==> src/rtl/sdram_bist_dump_if.sv <==
// ---------------------------------------------------------------------------
// sdram_bist_dump_if
//   Call/done handshake bundle between the SDRAM self-test engine and
//   sdram_basemod.
//   oCall   [1]=write request, [0]=read request (engine -> basemod)
//   iDone   [1]=write done,    [0]=read done, 1-cycle pulses (basemod -> engine)
//   oAddr   SDRAM word address, stable while a call bit is high
//   oWrData write data, stable while oCall[1] is high
//   iRdData read data, valid in the cycle iDone[0] is high
// ---------------------------------------------------------------------------
interface sdram_bist_dump_if #(
    parameter int ADDR_W = 24,
    parameter int DATA_W = 16
);
    logic [1:0]        oCall;
    logic [1:0]        iDone;
    logic [ADDR_W-1:0] oAddr;
    logic [DATA_W-1:0] oWrData;
    logic [DATA_W-1:0] iRdData;

    modport master (output oCall, oAddr, oWrData, input iDone, iRdData);
    modport slave  (input oCall, oAddr, oWrData, output iDone, iRdData);
endinterface

==> src/rtl/sdram_bist_dump.sv <==
// ---------------------------------------------------------------------------
// sdram_bist_dump
//   SDRAM self-test and dump engine. Writes a selectable pattern over a
//   window of WORD_COUNT words starting at START_ADDR, reads the window back,
//   compares every word and optionally streams each read word out of an
//   8N2 UART (high byte first, BAUD_DIV clocks per bit).
//   CLOCK     system clock (rising edge)
//   RESET     asynchronous, active-low reset
//   iStart    start pulse, honoured only when idle
//   iMode     pattern: 0=16'hA5A5, 1=addr[15:0], 2=walking one, 3=~addr[15:0]
//   iDumpEn   send read words over TXD (latched at start)
//   bus       call/done handshake towards sdram_basemod (master side)
//   TXD       UART serial output, idle high
//   oBusy     high from accepted start until the oDone pulse
//   oDone     1-cycle pulse at end of run
//   oPass     last run had zero mismatches (valid from oDone)
//   oErrCnt   saturating mismatch count
//   oErrAddr  address of first mismatch (0 if none)
// ---------------------------------------------------------------------------
module sdram_bist_dump #(
    parameter int                ADDR_W     = 24,
    parameter int                DATA_W     = 16,
    parameter logic [ADDR_W-1:0] START_ADDR = '0,
    parameter int                WORD_COUNT = 512,
    parameter int                BAUD_DIV   = 1157,
    parameter int                ERR_W      = 16
) (
    input  logic               CLOCK,
    input  logic               RESET,
    input  logic               iStart,
    input  logic [1:0]         iMode,
    input  logic               iDumpEn,
    sdram_bist_dump_if.master  bus,
    output logic               TXD,
    output logic               oBusy,
    output logic               oDone,
    output logic               oPass,
    output logic [ERR_W-1:0]   oErrCnt,
    output logic [ADDR_W-1:0]  oErrAddr
);

    localparam int             K_W       = (WORD_COUNT > 1) ? $clog2(WORD_COUNT) : 1;
    localparam logic [K_W-1:0] LAST_K    = K_W'(WORD_COUNT - 1);
    localparam int             BAUD_W    = $clog2(BAUD_DIV);
    localparam logic [BAUD_W-1:0] BAUD_LAST = BAUD_W'(BAUD_DIV - 1);

    typedef enum logic [2:0] {IDLE, WR, RD, CHK, TXH, TXL, NXT, FIN} state_t;

    state_t            state;
    logic [K_W-1:0]    k;
    logic [1:0]        mode_r;
    logic              dump_r;
    logic [DATA_W-1:0] rd_data;
    logic [9:0]        tx_shift;
    logic [3:0]        bit_idx;
    logic [BAUD_W-1:0] baud_cnt;
    logic [DATA_W-1:0] expect_word;
    logic              mismatch;

    // Pattern word for offset idx at address addr; walking one uses idx mod 16.
    function automatic logic [15:0] pattern(input logic [1:0] mode,
                                            input logic [K_W-1:0] idx,
                                            input logic [ADDR_W-1:0] addr);
        logic [15:0] addr_lo;
        logic [3:0]  idx_lo;
        addr_lo = 16'(addr);
        idx_lo  = 4'(idx);
        case (mode)
            2'd0:    pattern = 16'hA5A5;
            2'd1:    pattern = addr_lo;
            2'd2:    pattern = 16'd1 << idx_lo;
            default: pattern = ~addr_lo;
        endcase
    endfunction

    // oAddr always holds the address of offset k, so the same expected word
    // serves both as write data and as the read-back reference.
    always_comb begin
        expect_word = pattern(mode_r, k, bus.oAddr);
        mismatch    = (rd_data != expect_word);
    end

    // Single sequencer: SDRAM handshake, compare, UART framing and status.
    always_ff @(posedge CLOCK or negedge RESET) begin
        if (!RESET) begin
            state       <= IDLE;
            bus.oCall   <= '0;
            bus.oAddr   <= '0;
            bus.oWrData <= '0;
            TXD         <= 1'b1;
            oBusy       <= 1'b0;
            oDone       <= 1'b0;
            oPass       <= 1'b0;
            oErrCnt     <= '0;
            oErrAddr    <= '0;
            k           <= '0;
            mode_r      <= '0;
            dump_r      <= 1'b0;
            rd_data     <= '0;
            tx_shift    <= '0;
            bit_idx     <= '0;
            baud_cnt    <= '0;
        end else begin
            oDone <= 1'b0;
            case (state)
                IDLE: begin
                    if (iStart) begin
                        mode_r    <= iMode;
                        dump_r    <= iDumpEn;
                        oErrCnt   <= '0;
                        oErrAddr  <= '0;
                        oPass     <= 1'b0;
                        k         <= '0;
                        bus.oAddr <= START_ADDR;
                        oBusy     <= 1'b1;
                        state     <= WR;
                    end
                end
                WR: begin
                    // Address was set while the call was low; data goes out with the call.
                    if (!bus.oCall[1]) begin
                        bus.oCall[1] <= 1'b1;
                        bus.oWrData  <= expect_word;
                    end else if (bus.iDone[1]) begin
                        bus.oCall[1] <= 1'b0;
                        if (k == LAST_K) begin
                            k         <= '0;
                            bus.oAddr <= START_ADDR;
                            state     <= RD;
                        end else begin
                            k         <= k + 1'b1;
                            bus.oAddr <= bus.oAddr + 1'b1;
                        end
                    end
                end
                RD: begin
                    if (!bus.oCall[0]) begin
                        bus.oCall[0] <= 1'b1;
                    end else if (bus.iDone[0]) begin
                        bus.oCall[0] <= 1'b0;
                        rd_data      <= bus.iRdData;
                        state        <= CHK;
                    end
                end
                CHK: begin
                    // A zero count means no earlier mismatch, since the count saturates.
                    if (mismatch) begin
                        if (oErrCnt == '0) oErrAddr <= bus.oAddr;
                        if (oErrCnt != '1) oErrCnt <= oErrCnt + 1'b1;
                    end
                    if (dump_r) begin
                        TXD      <= 1'b0;
                        tx_shift <= {2'b11, rd_data[15:8]};
                        bit_idx  <= '0;
                        baud_cnt <= '0;
                        state    <= TXH;
                    end else begin
                        state <= NXT;
                    end
                end
                TXH, TXL: begin
                    // bit_idx counts bits shifted out after the start bit; at 10 the
                    // second stop bit has just completed its full bit time.
                    if (baud_cnt != BAUD_LAST) begin
                        baud_cnt <= baud_cnt + 1'b1;
                    end else begin
                        baud_cnt <= '0;
                        if (bit_idx != 4'd10) begin
                            TXD      <= tx_shift[0];
                            tx_shift <= {1'b0, tx_shift[9:1]};
                            bit_idx  <= bit_idx + 1'b1;
                        end else if (state == TXH) begin
                            TXD      <= 1'b0;
                            tx_shift <= {2'b11, rd_data[7:0]};
                            bit_idx  <= '0;
                            state    <= TXL;
                        end else begin
                            TXD   <= 1'b1;
                            state <= NXT;
                        end
                    end
                end
                NXT: begin
                    if (k == LAST_K) begin
                        state <= FIN;
                    end else begin
                        k         <= k + 1'b1;
                        bus.oAddr <= bus.oAddr + 1'b1;
                        state     <= RD;
                    end
                end
                FIN: begin
                    oPass <= (oErrCnt == '0);
                    oDone <= 1'b1;
                    oBusy <= 1'b0;
                    state <= IDLE;
                end
                default: state <= IDLE;
            endcase
        end
    end

endmodule
==> src/flat_wrapper.sv <==
// flat-port wrapper written by rule: the top's interface ports become plain ports
module sdram_bist_dump_flat 
#(
    parameter int                ADDR_W     = 24,
    parameter int                DATA_W     = 16,
    parameter logic [ADDR_W-1:0] START_ADDR = '0,
    parameter int                WORD_COUNT = 512,
    parameter int                BAUD_DIV   = 1157,
    parameter int                ERR_W      = 16
)
  (CLOCK, RESET, iStart, iMode, iDumpEn, TXD, oBusy, oDone, oPass, oErrCnt, oErrAddr, bus_oCall, bus_oAddr, bus_oWrData, bus_iDone, bus_iRdData);
  sdram_bist_dump_if #(.ADDR_W(ADDR_W), .DATA_W(DATA_W)) bus_i ();
  input  logic CLOCK;
  input  logic RESET;
  input  logic iStart;
  input  logic [1:0] iMode;
  input  logic iDumpEn;
  output logic TXD;
  output logic oBusy;
  output logic oDone;
  output logic oPass;
  output logic [ERR_W-1:0] oErrCnt;
  output logic [ADDR_W-1:0] oErrAddr;
  output wire logic [$bits(bus_i.oCall)-1:0] bus_oCall;
  output wire logic [$bits(bus_i.oAddr)-1:0] bus_oAddr;
  output wire logic [$bits(bus_i.oWrData)-1:0] bus_oWrData;
  input wire logic [$bits(bus_i.iDone)-1:0] bus_iDone;
  input wire logic [$bits(bus_i.iRdData)-1:0] bus_iRdData;
  assign bus_oCall = bus_i.oCall;
  assign bus_oAddr = bus_i.oAddr;
  assign bus_oWrData = bus_i.oWrData;
  assign bus_i.iDone = bus_iDone;
  assign bus_i.iRdData = bus_iRdData;
  sdram_bist_dump #(.ADDR_W(ADDR_W), .DATA_W(DATA_W), .START_ADDR(START_ADDR), .WORD_COUNT(WORD_COUNT), .BAUD_DIV(BAUD_DIV), .ERR_W(ERR_W)) u_core (.CLOCK(CLOCK), .RESET(RESET), .iStart(iStart), .iMode(iMode), .iDumpEn(iDumpEn), .bus(bus_i), .TXD(TXD), .oBusy(oBusy), .oDone(oDone), .oPass(oPass), .oErrCnt(oErrCnt), .oErrAddr(oErrAddr));
endmodule
==> config.mk <==
export PLATFORM = sky130hd
export DESIGN_NAME = sdram_bist_dump_flat
export DESIGN_NICKNAME = d
export VERILOG_FILES = /design/src/rtl/sdram_bist_dump_if.sv /design/src/rtl/sdram_bist_dump.sv /design/src/flat_wrapper.sv
export SDC_FILE = /design/constraint.sdc
export NUM_CORES = 1
export LEC_CHECK = 0
export CAP_MARGIN = 20
export CORE_ASPECT_RATIO = 2
export CORE_MARGIN = 2
export CORE_UTILIZATION = 45
export CTS_BUF_LIST = sky130_fd_sc_hd__clkbuf_8
export CTS_CLUSTER_SIZE = 16
export DETAILED_ROUTE_END_ITERATION = 16
export MAX_ROUTING_LAYER = met4
export PLACE_DENSITY = 0.71
export SYNTH_ARGS = -nofsm -noshare
export SYNTH_HDL_FRONTEND = slang
export SYNTH_SLANG_ARGS = --single-unit
==> constraint.sdc <==
create_clock -name CLOCK -period 2.83 [get_ports CLOCK]
set_clock_uncertainty 0.1 [all_clocks]
set_input_delay 0.4245 -clock CLOCK [delete_from_list [all_inputs] [get_ports CLOCK]]
set_output_delay 0.4245 -clock CLOCK [all_outputs]
set_load 0.01 [all_outputs]
==> qor.csv, run 1 <==
metric;value;unit
synth_compound_area_frac;0.208;
cts_max_level;4;
status;finished with violations;
syn-num-nets;890;
globalplace.congestion;0.968;
holdWs;0.380;ns
syn_inst;854;
power_density;891;nW/µm²
violations;setup timing;
p_leak;0.00474;µW
r2r_cells;15;
drive_above_1_share;0.244;
clock.fmax;0.341;GHz
wl_per_cell;19.9;µm
num-nets-final;1117;
yosys.area.top_type;dfrtp_1;
ctsRootBufferMaster;clkbuf_8;
fin_area;11100;µm²
crit_path_end;u_core.oErrAddr[15]$_DFFE_PN0P_;
end_kind;flip-flop;
synth_fa_ha_area_frac;0.0188;
hold_violations;0;
hp-start;u_core.bus.oWrData[10]$_DFFE_PN0P_;
finalCritPeriodShare;1.04;
grt.overflow.total;0;
final_core_util;0.637;
setup_violations;26;
startpoint_type;flip-flop;
max-cap-violations;0;
grt_max_degree;65;
hold_class;reg2reg;
insertion_delay;0.46;ns
synth_cell_type_count;79;
io_pins;110;
worstPathRequired;3.08;ns
met2_length;14200;µm
tightestPinTransition;0.884;ns
synth_top_family_by_area;simple AND/OR/NAND/NOR gates;
arrival;3.19;ns
syn_area_per_cell;9.35;µm²
route.vias.total;7622;
postRouteAntennaNets;0;
synth_edf_count;0;
synth_xor_area_frac;0.0328;
synth_area;7980;µm²
wl_met3;963;µm
worstSetupPathType;reg2reg;
drt-pass1-iter-count;5;
fin_crit;2.93;ns
dp_hpwl;18900;µm
io_buffers;109;
slew_headroom;0.410;
slew_viol_final;0;
synthMuxAreaShare;0.0295;
syn2layout_area_growth;38.6;%
worstSetupStartpoint;u_core.k[0]$_DFFE_PN0P_;
r2r_slack;-0.10;ns
worstReg2RegStart;u_core.k[0]$_DFFE_PN0P_;
worstPathMaxFanout;6;
dieWidth;98.2;µm
start_util;0.460;
cts_made_buffers;17;
instances_no_fill;1304;
ys_seq_area_frac;0.445;
n_antenna_cell;0;
ys.warnings.count;0;
synthArstFlopShare;1.00;
synth_simple_gate_area_frac;0.209;
vdd_drop_max;0.567;mV
synth_area_leaders;dfrtp_1, o21ai_0, nand2_1, o2bb2ai_2, nor2_1;
ys.flop_type;dfrtp_1;
synth_most_common_cell;dfrtp_1;
r2r-end;u_core.oErrAddr[15]$_DFFE_PN0P_;
grt_util_all_layers;0.274;
routed_wl;26000;µm
rows;68;
dp_cells;1240;
antenna_found_initial;0;
drcViolationCount;0;
setup_slack;-0.104;ns
clockBufferDepth;2;
yosysTopAreaCellShare;0.442;
placedInstanceArea;10000;µm²
fp.dieArea;18900;µm²
path_clk_slew;0.08;ns
cts_tree;yes;
drt-initial-drc-count;377;
coreArea;17400;µm²
cts.sinks;142;
wl_met1;8780;µm
synth_seq_cells;142;
highest-signal-layer;met4;
ys_top_cells_by_count;dfrtp_1, nand2_1, o21ai_0;
grt_pass1_vias;7589;
rsz0062_at_grt;yes;
die_h;192;µm
grt_pass1_wl;39000;µm
vias_per_cell;5.85;
per-stage QoR:
| step | power (µW) | setup slack (ns) | TNS [ns] |
|---|---|---|---|
| 2_1_floorplan | 5460 | 0.0411 | 0 |
| 3_3_place_gp | 7490 | -0.229 | -7.90 |
| 3_5_place_dp | 7560 | -0.290 | -10.05 |
| 4_1_cts | 9360 | -0.0446 | -0.769 |
| 5_1_grt | 10400 | -0.163 | -4.42 |
| 6_report | 9860 | -0.104 | -1.97 |
cells by family (layout without fill, tap and decap cells):
family | count (synthesis) | count (layout)
buffers and inverters | 98 | 338
adders and majority gates | 12 | 12
DFF | 142 | 142
and+or+nand+nor | 325 | 325
xor gates and xnor gates | 29 | 29
muxes | 22 | 22
AOI/OAI and AO/OA | 226 | 226
worst min path at each step:
stage,end,depth (start not counted),slack [ns]
after detailed placement,u_core.oErrAddr[4]$_DFFE_PN0P_,1,0.36
after CTS,u_core.bus.oWrData[10]$_DFFE_PN0P_,2,0.38
final,u_core.bus.oWrData[10]$_DFFE_PN0P_,2,0.38
after global placement,u_core.oErrAddr[5]$_DFFE_PN0P_,1,0.35
after floorplan,u_core.baud_cnt[0]$_DFFE_PN0P_,0,0.03
after global routing,u_core.bus.oWrData[15]$_DFFE_PN0P_,1,0.39
state kept, by name, summed over array words and instances (netlist names), 2 cells and up:
| register | flops |
|---|---|
| u_core.bus.oAddr | 24 |
| u_core.oErrAddr | 24 |
| u_core.bus.oWrData | 16 |
| u_core.oErrCnt | 16 |
| u_core.rd_data | 16 |
| u_core.baud_cnt | 11 |
| u_core.tx_shift | 10 |
| u_core.k | 9 |
| u_core.bit_idx | 4 |
| u_core.state | 3 |
| u_core.bus.oCall | 2 |
| u_core.mode_r | 2 |
layer usage:
| layer | GRT usage | vias up |
|---|---|---|
| met5 | - | - |
| li1 | - | 3522 |
| met1 | 0.266 | 3739 |
| met3 | 0.0373 | 101 |
| met2 | 0.492 | 260 |
| met4 | 0.202 | 0 |
layout by cell type, fill, tap and decap left out, types with 11 or more instances in the layout:
master / n
nand3_1: 25
buf_4: 126
a21oi_1: 24
nand4_1: 11
o21ai_0: 88
clkbuf_8: 20
dfrtp_1: 138
clkdlybuf4s50_1: 108
and3_1: 26
mux2_2: 12
o2bb2ai_2: 21
xnor2_1: 18
nand2_1: 99
nor2_1: 59
nor3_1: 22
inv_1: 53
power by group:
| group | switching (µW) | internal (µW) |
|---|---|---|
| sequential | 525 | 2500 |
| clock | 765 | 832 |
| combinational | 2760 | 2480 |
timing repair:
action                                  in CTS  in global routing
endpoints found under the setup margin      54                 56
hold buffers                                 1                  0
setup buffers                                8                 18
endpoints found under the hold margin       61                  0
gates cloned                                 1                  5
resized for setup                           18                 56
pin swaps                                    8                 30
cell type report:
type	count	area, µm²
Fill cell	1508	6290
Multi-Input combinational cell	614	4270
Sequential cell	142	3560
Timing Repair Buffer	257	2400
Clock buffer	20	275
Tap cell	210	263
Inverter	49	184
Clock inverter	12	110
critical path, cell delays in order, from the launching register on:
cell	delay, ns
dfrtp_1	0.42
buf_4	0.16
ha_4	0.17
ha_1	0.22
buf_4	0.17
a21o_1	0.16
a21oi_2	0.17
a221oi_4	0.08
nor3_2	0.17
nand4b_1	0.12
buf_6	0.16
buf_4	0.13
o211ai_4	0.19
buf_12	0.16
clkbuf_16	0.17
o2bb2ai_1	0.07
(Power assumes the default switching activity.)
==> inputs of run 2 (changes only) <==
- MAX_ROUTING_LAYER: met4 -> unset
==> run 2 against run 1 <==
The run still ends with setup timing left. Sequential cell count did not move. Highest routed layer unchanged. Sequential power about the same. Global-route usage fell by 0.14 points. Wire length rose by 2.1%. Largest cell class unchanged. Critical path type unchanged.
==> qor.csv, run 2 (synthesis gave the netlist of run 1 again) <==
metric;value;unit;change
status;finished with violations;;
violations;setup timing;;
wl_per_cell;20.3;µm;+2.1%
vias_per_cell;5.83;;-0.20%
cpPeakStageDelay;0.47;ns;+0.05 ns
power.switching;4260;µW;+5.4%
dp_hpwl;18300;µm;-3.2%
clock.fmax;0.339;GHz;-0.52%
end_kind;flip-flop;;
power_frac_comb;0.535;;+0.004
fp.dieArea;18900;µm²;unchanged
io_buffers;109;;unchanged
cts_made_buffers;17;;unchanged
max-cap-violations;0;;unchanged
hold_violations;0;;unchanged
drcViolationCount;0;;unchanged
globalplace.congestion;0.935;;-3.3%
drive_above_1_share;0.256;;+0.0119
crit_buf_inv;5;;-1
vdd_drop_max;0.552;mV;-2.6%
coreArea;17400;µm²;unchanged
startpoint_type;flip-flop;;
insertion_delay;0.46;ns;about the same
cts_max_level;4;;unchanged
grt_pass1_wl;40000;µm;+2.4%
path_clk_slew;0.08;ns;about the same
grt_pass1_vias;7677;;+1.2%
cts.sinks;142;;unchanged
ctsRootBufferMaster;clkbuf_8;;
antenna_found_initial;0;;unchanged
r2r_slack;-0.12;ns;-0.02 ns
tightestPinTransition;0.875;ns;-0.00914 ns
p_total;10400;µW;+5.4%
worstSetupPathType;reg2reg;;
fin_crit;2.95;ns;+0.0155 ns
p_leak;0.00483;µW;+1.8%
start_util;0.460;;unchanged
syn2layout_area_growth;41.8;%;
die_h;192;µm;unchanged
pwr-share-seq;0.293;;-0.014
finalCritPeriodShare;1.04;;+0.00547
top_regs;u_core.bus.oAddr: 24 flops, u_core.oErrAddr: 24 flops;;
setup_slack;-0.119;ns;-0.0155 ns
slew_viol_final;0;;unchanged
rows;68;;unchanged
cts_tree;yes;;
arrival;3.19;ns;about the same
mostFrequentLayoutCell;dfrtp_1;;
drt-pass1-iter-count;7;;+2
grt_util_all_layers;0.273;;-0.00143
p_sw_frac;0.410;;about the same
clockBufferDepth;2;;unchanged
worstPathRequired;3.07;ns;about the same
slew_headroom;0.416;;+0.00610
io_pins;110;;unchanged
internal_power;6130;µW;+5.5%
n_antenna_cell;0;;unchanged
slowest_stage;dfrtp_2;;
grt_max_degree;58;;-11%
dieWidth;98.2;µm;unchanged
rsz0062_at_grt;yes;;
drt-initial-drc-count;461;;+22%
power_density;919;nW/µm²;+3.1%
holdWs;0.370;ns;-0.0107 ns
final_cell_mix;dfrtp_1, buf_4, clkdlybuf4s50_1, nand2_1, o21ai_0;;
p_clk_frac;0.172;;+0.010
grt.overflow.total;0;;unchanged
num-nets-final;1117;;unchanged
hold_class;in2async;;
worstPathMaxFanout;6;;unchanged
final_core_util;0.652;;+0.0147
crit_family;buffers and inverters;;
route.vias.total;7607;;-0.20%
postRouteAntennaNets;0;;unchanged
routed_wl;26500;µm;+2.1%
setup_violations;34;;+31%
crit_chain;buf_6 -> ha_4 -> buf_4 -> a32oi_4 -> xnor2_2 -> nor4_2 -> nand4_1 -> buf_4 -> o211ai_4 -> buf_12 -> buf_12 -> o2bb2ai_2;;
## run 2: power by group through the flow
stage / registers [µW] / logic [µW] / clock network [µW]
finish: 3050 / 5570 / 1780
global route: 3100 / 5940 / 1910
CTS: 3000 / 4870 / 1810
detailed placement: 3040 / 4430 / 0
global placement: 3030 / 4370 / 0
floorplan: 2950 / 2510 / 0
## run 2: what timing repair did
| action | CTS | global route |
|---|---|---|
| setup endpoints to repair | 55 | 58 |
| gates cloned | 2 | 5 |
| buffers inserted | 22 | 10 |
| gates resized for setup | 40 | 53 |
| pin swaps | 14 | 20 |
| hold buffers | 1 | 0 |
| hold endpoints to repair | 44 | 0 |
## run 2: layer usage
metal  GRT usage  up-vias  share of wire
li1            -     3528              -
met2       0.513      268           0.55
met5           0        -              0
met3      0.0449      115          0.040
met1       0.268     3696           0.34
met4       0.185        0          0.075
## run 2: area by class of cell
type,count,area [µm²]
clock inverters,15,198
fillers,1377,6040
inverters,49,189
flip-flops and latches,142,3560
well taps,210,263
repair buffers,256,2440
clock buffers,17,234
multi-input cells,615,4430
## run 2: through the flow
step | TNS, ns | instance area, µm² | instances | setup WS [ns]
floorplan | 0 | 7980 | 854 | 0.0411
global placement | -5.98 | 9950 | 1232 | -0.173
detailed placement | -7.10 | 9950 | 1232 | -0.198
CTS | -1.30 | 10800 | 1289 | -0.0758
global route | -5.53 | 11300 | 1304 | -0.174
finish | -3.33 | 11300 | 1304 | -0.119
## run 2: final timing paths
kind | to | cells past startpoint | from
min in group CLOCK | u_core.oBusy$_DFFE_PN0P_ | 2 | u_core.oBusy$_DFFE_PN0P_
min | u_core.oErrAddr[12]$_DFFE_PN0P_ | 2 | RESET
max | u_core.oErrAddr[6]$_DFFE_PN0P_ | 12 | u_core.k[0]$_DFFE_PN0P_
max in group asynchronous | u_core.TXD$_DFFE_PN1P_ | 3 | RESET
min reg2reg | u_core.oBusy$_DFFE_PN0P_ | 2 | u_core.oBusy$_DFFE_PN0P_
max reg2reg | u_core.oErrAddr[6]$_DFFE_PN0P_ | 12 | u_core.k[0]$_DFFE_PN0P_
==> inputs of run 3 (changes only) <==
- SETUP_SLACK_MARGIN: unset -> 0.5
==> run 3 against run 2 <==
The flow still finishes with violations (setup timing). Global-route usage is 1.1 points higher. Count of clock-buffer cells in the layout is 2 higher. Critical path depth stayed put. Wire length is 3.4% higher. Core utilization is 2.1 points higher. First-iteration DRC count is 6.9% lower.
==> qor.csv, run 3 (synthesis gave the netlist of run 1 again) <==
metric;value;unit;change
grt_max_degree;72;;+24%
antenna_found_initial;0;;unchanged
tightestPinTransition;0.737;ns;-0.138 ns
wl_per_cell;21.0;µm;+3.4%
io_pins;110;;unchanged
worstReg2RegStart;u_core.mode_r[0]$_DFFE_PN0P_;;
startpoint_type;flip-flop;;
grt_pass1_vias;7847;;+2.2%
cts.sinks;142;;unchanged
drive_above_1_share;0.315;;+0.0594
r2r_cells;12;;unchanged
top_regs;u_core.bus.oAddr: 24 flops, u_core.oErrAddr: 24 flops;;
holdWs;0.303;ns;-0.0664 ns
fin_crit;2.88;ns;-0.0690 ns
coreArea;17400;µm²;unchanged
setup_slack;-0.0504;ns;+0.0690 ns
syn2layout_area_growth;46.3;%;
crit_path_end;u_core.oErrAddr[21]$_DFFE_PN0P_;;
arrival;3.15;ns;-0.04 ns
drcViolationCount;0;;unchanged
end_kind;flip-flop;;
power_density;904;nW/µm²;-1.6%
worstPathRequired;3.10;ns;+0.03 ns
nFillCells;1378;;+0.073%
wl_met3;1100;µm;+4.4%
cts_made_buffers;17;;unchanged
dieWidth;98.2;µm;unchanged
worstPathMaxFanout;6;;unchanged
grt_util_all_layers;0.284;;+0.0114
insertion_delay;0.47;ns;about the same
setup_violations;31;;-8.8%
worstSetupPathType;reg2reg;;
worstSetupStartpoint;u_core.mode_r[0]$_DFFE_PN0P_;;
max-cap-violations;0;;unchanged
met2_length;14700;µm;+1.4%
dp_slack;-0.111;ns;+0.0864 ns
globalplace.congestion;0.950;;+1.6%
mostFrequentLayoutCell;dfrtp_1;;
final_cell_mix;dfrtp_1, buf_4, clkdlybuf4s50_1, nand2_1, o21ai_0;;
vias_per_cell;5.90;;+1.1%
slew_headroom;0.504;;+0.0875
finalCritPeriodShare;1.02;;-0.0244
rows;68;;unchanged
r2r_slack;-0.05;ns;+0.07 ns
drt-pass1-iter-count;5;;-2
cts_tree;yes;;
ctsRootBufferMaster;clkbuf_8;;
grt_pass1_wl;41400;µm;+3.6%
hold_class;in2async;;
violations;setup timing;;
clockBufferDepth;2;;unchanged
cts_max_level;4;;unchanged
start_util;0.460;;unchanged
n_antenna_cell;0;;unchanged
highest-signal-layer;met4;;
slew_viol_final;0;;unchanged
wl_met1;9190;µm;+3.0%
fp.dieArea;18900;µm²;unchanged
rsz0062_at_grt;yes;;
dp_hpwl;18600;µm;+1.7%
routed_wl;27400;µm;+3.4%
hold_violations;0;;unchanged
num-nets-final;1118;;+0.090%
postRouteAntennaNets;0;;unchanged
path_clk_slew;0.09;ns;about the same
clock.fmax;0.347;GHz;+2.4%
die_h;192;µm;unchanged
vdd_drop_max;0.546;mV;-1.1%
io_buffers;109;;unchanged
route.vias.total;7688;;+1.1%
drt-initial-drc-count;429;;-6.9%
grt.overflow.total;0;;unchanged
p_leak;0.00492;µW;+1.9%
status;finished with violations;;
r2r-end;u_core.oErrAddr[21]$_DFFE_PN0P_;;
-- run 3: cell count changes in the layout (fill, tap and decap cells not counted), moves of 12 or more --
cell	delta
buf_4	-12
nor2_1	-14
nor2_4	+13
o21ai_0	-24
o21ai_2	+12
-- run 3: how the worst min path moves through the flow --
stage	slack, ns	startpoint	end	cells past startpoint
after floorplan	0.03	RESET	u_core.baud_cnt[0]$_DFFE_PN0P_	0
after global placement	0.24	RESET	u_core.k[6]$_DFFE_PN0P_	1
after detailed placement	0.23	RESET	u_core.k[6]$_DFFE_PN0P_	1
after CTS	0.30	RESET	u_core.rd_data[14]$_DFFE_PN0P_	2
after global routing	0.32	RESET	u_core.tx_shift[8]$_DFFE_PN0P_	2
final	0.30	RESET	u_core.tx_shift[7]$_DFFE_PN0P_	2
-- run 3: per-layer routing --
metal / vias up / global-route usage
li1: 3534 / -
met1: 3745 / 0.281
met2: 292 / 0.523
met3: 117 / 0.0464
met4: 0 / 0.213
met5: - / 0
-- run 3: worst max-delay path, stage by stage, from the launching register on --
cell       delay, ns
dfrtp_2         0.47
buf_4           0.17
buf_4           0.14
nand4bb_1       0.26
nand3_1         0.17
nor2_1          0.09
a2111oi_4       0.33
nand4_1         0.21
buf_4           0.20
o211ai_4        0.24
buf_6           0.17
clkbuf_16       0.16
o2bb2ai_2       0.06
-- run 3: layout make-up --
type	instances	area [µm²]	area share
Inverter	49	186	0.0160
Clock inverter	12	136	0.0117
Multi-Input combinational cell	616	4780	0.409
Timing Repair Buffer	256	2490	0.213
Tap cell	210	263	0.0225
Clock buffer	19	262	0.0224
Sequential cell	142	3560	0.305
-- run 3: what timing repair did --
action | CTS | global route
cloned | 3 | 5
gates resized for setup | 107 | 81
hold buffers | 1 | 0
pin swaps | 35 | 32
hold endpoints to repair | 30 | 0
setup endpoints to repair | 88 | 77
setup buffers | 29 | 10
-- run 3: per-stage QoR --
step | TNS (ns) | instances | cell area [µm²] | utilization | power [µW]
4_1_cts | 0 | 1289 | 11200 | 0.644 | 9970
5_1_grt | -4.70 | 1304 | 11700 | 0.673 | 11100
6_report | -0.936 | 1304 | 11700 | 0.673 | 10600
3_3_place_gp | -1.78 | 1225 | 10100 | 0.580 | 7530
2_1_floorplan | 0 | 854 | 8190 | - | 5600
3_5_place_dp | -2.22 | 1225 | 10100 | 0.580 | 7610
-- run 3: power breakdown --
part | switching, µW | leakage [µW] | internal (µW)
Clock | 864 | 0.000195 | 832
Sequential | 584 | 0.00188 | 2500
Combinational | 3030 | 0.00285 | 2740
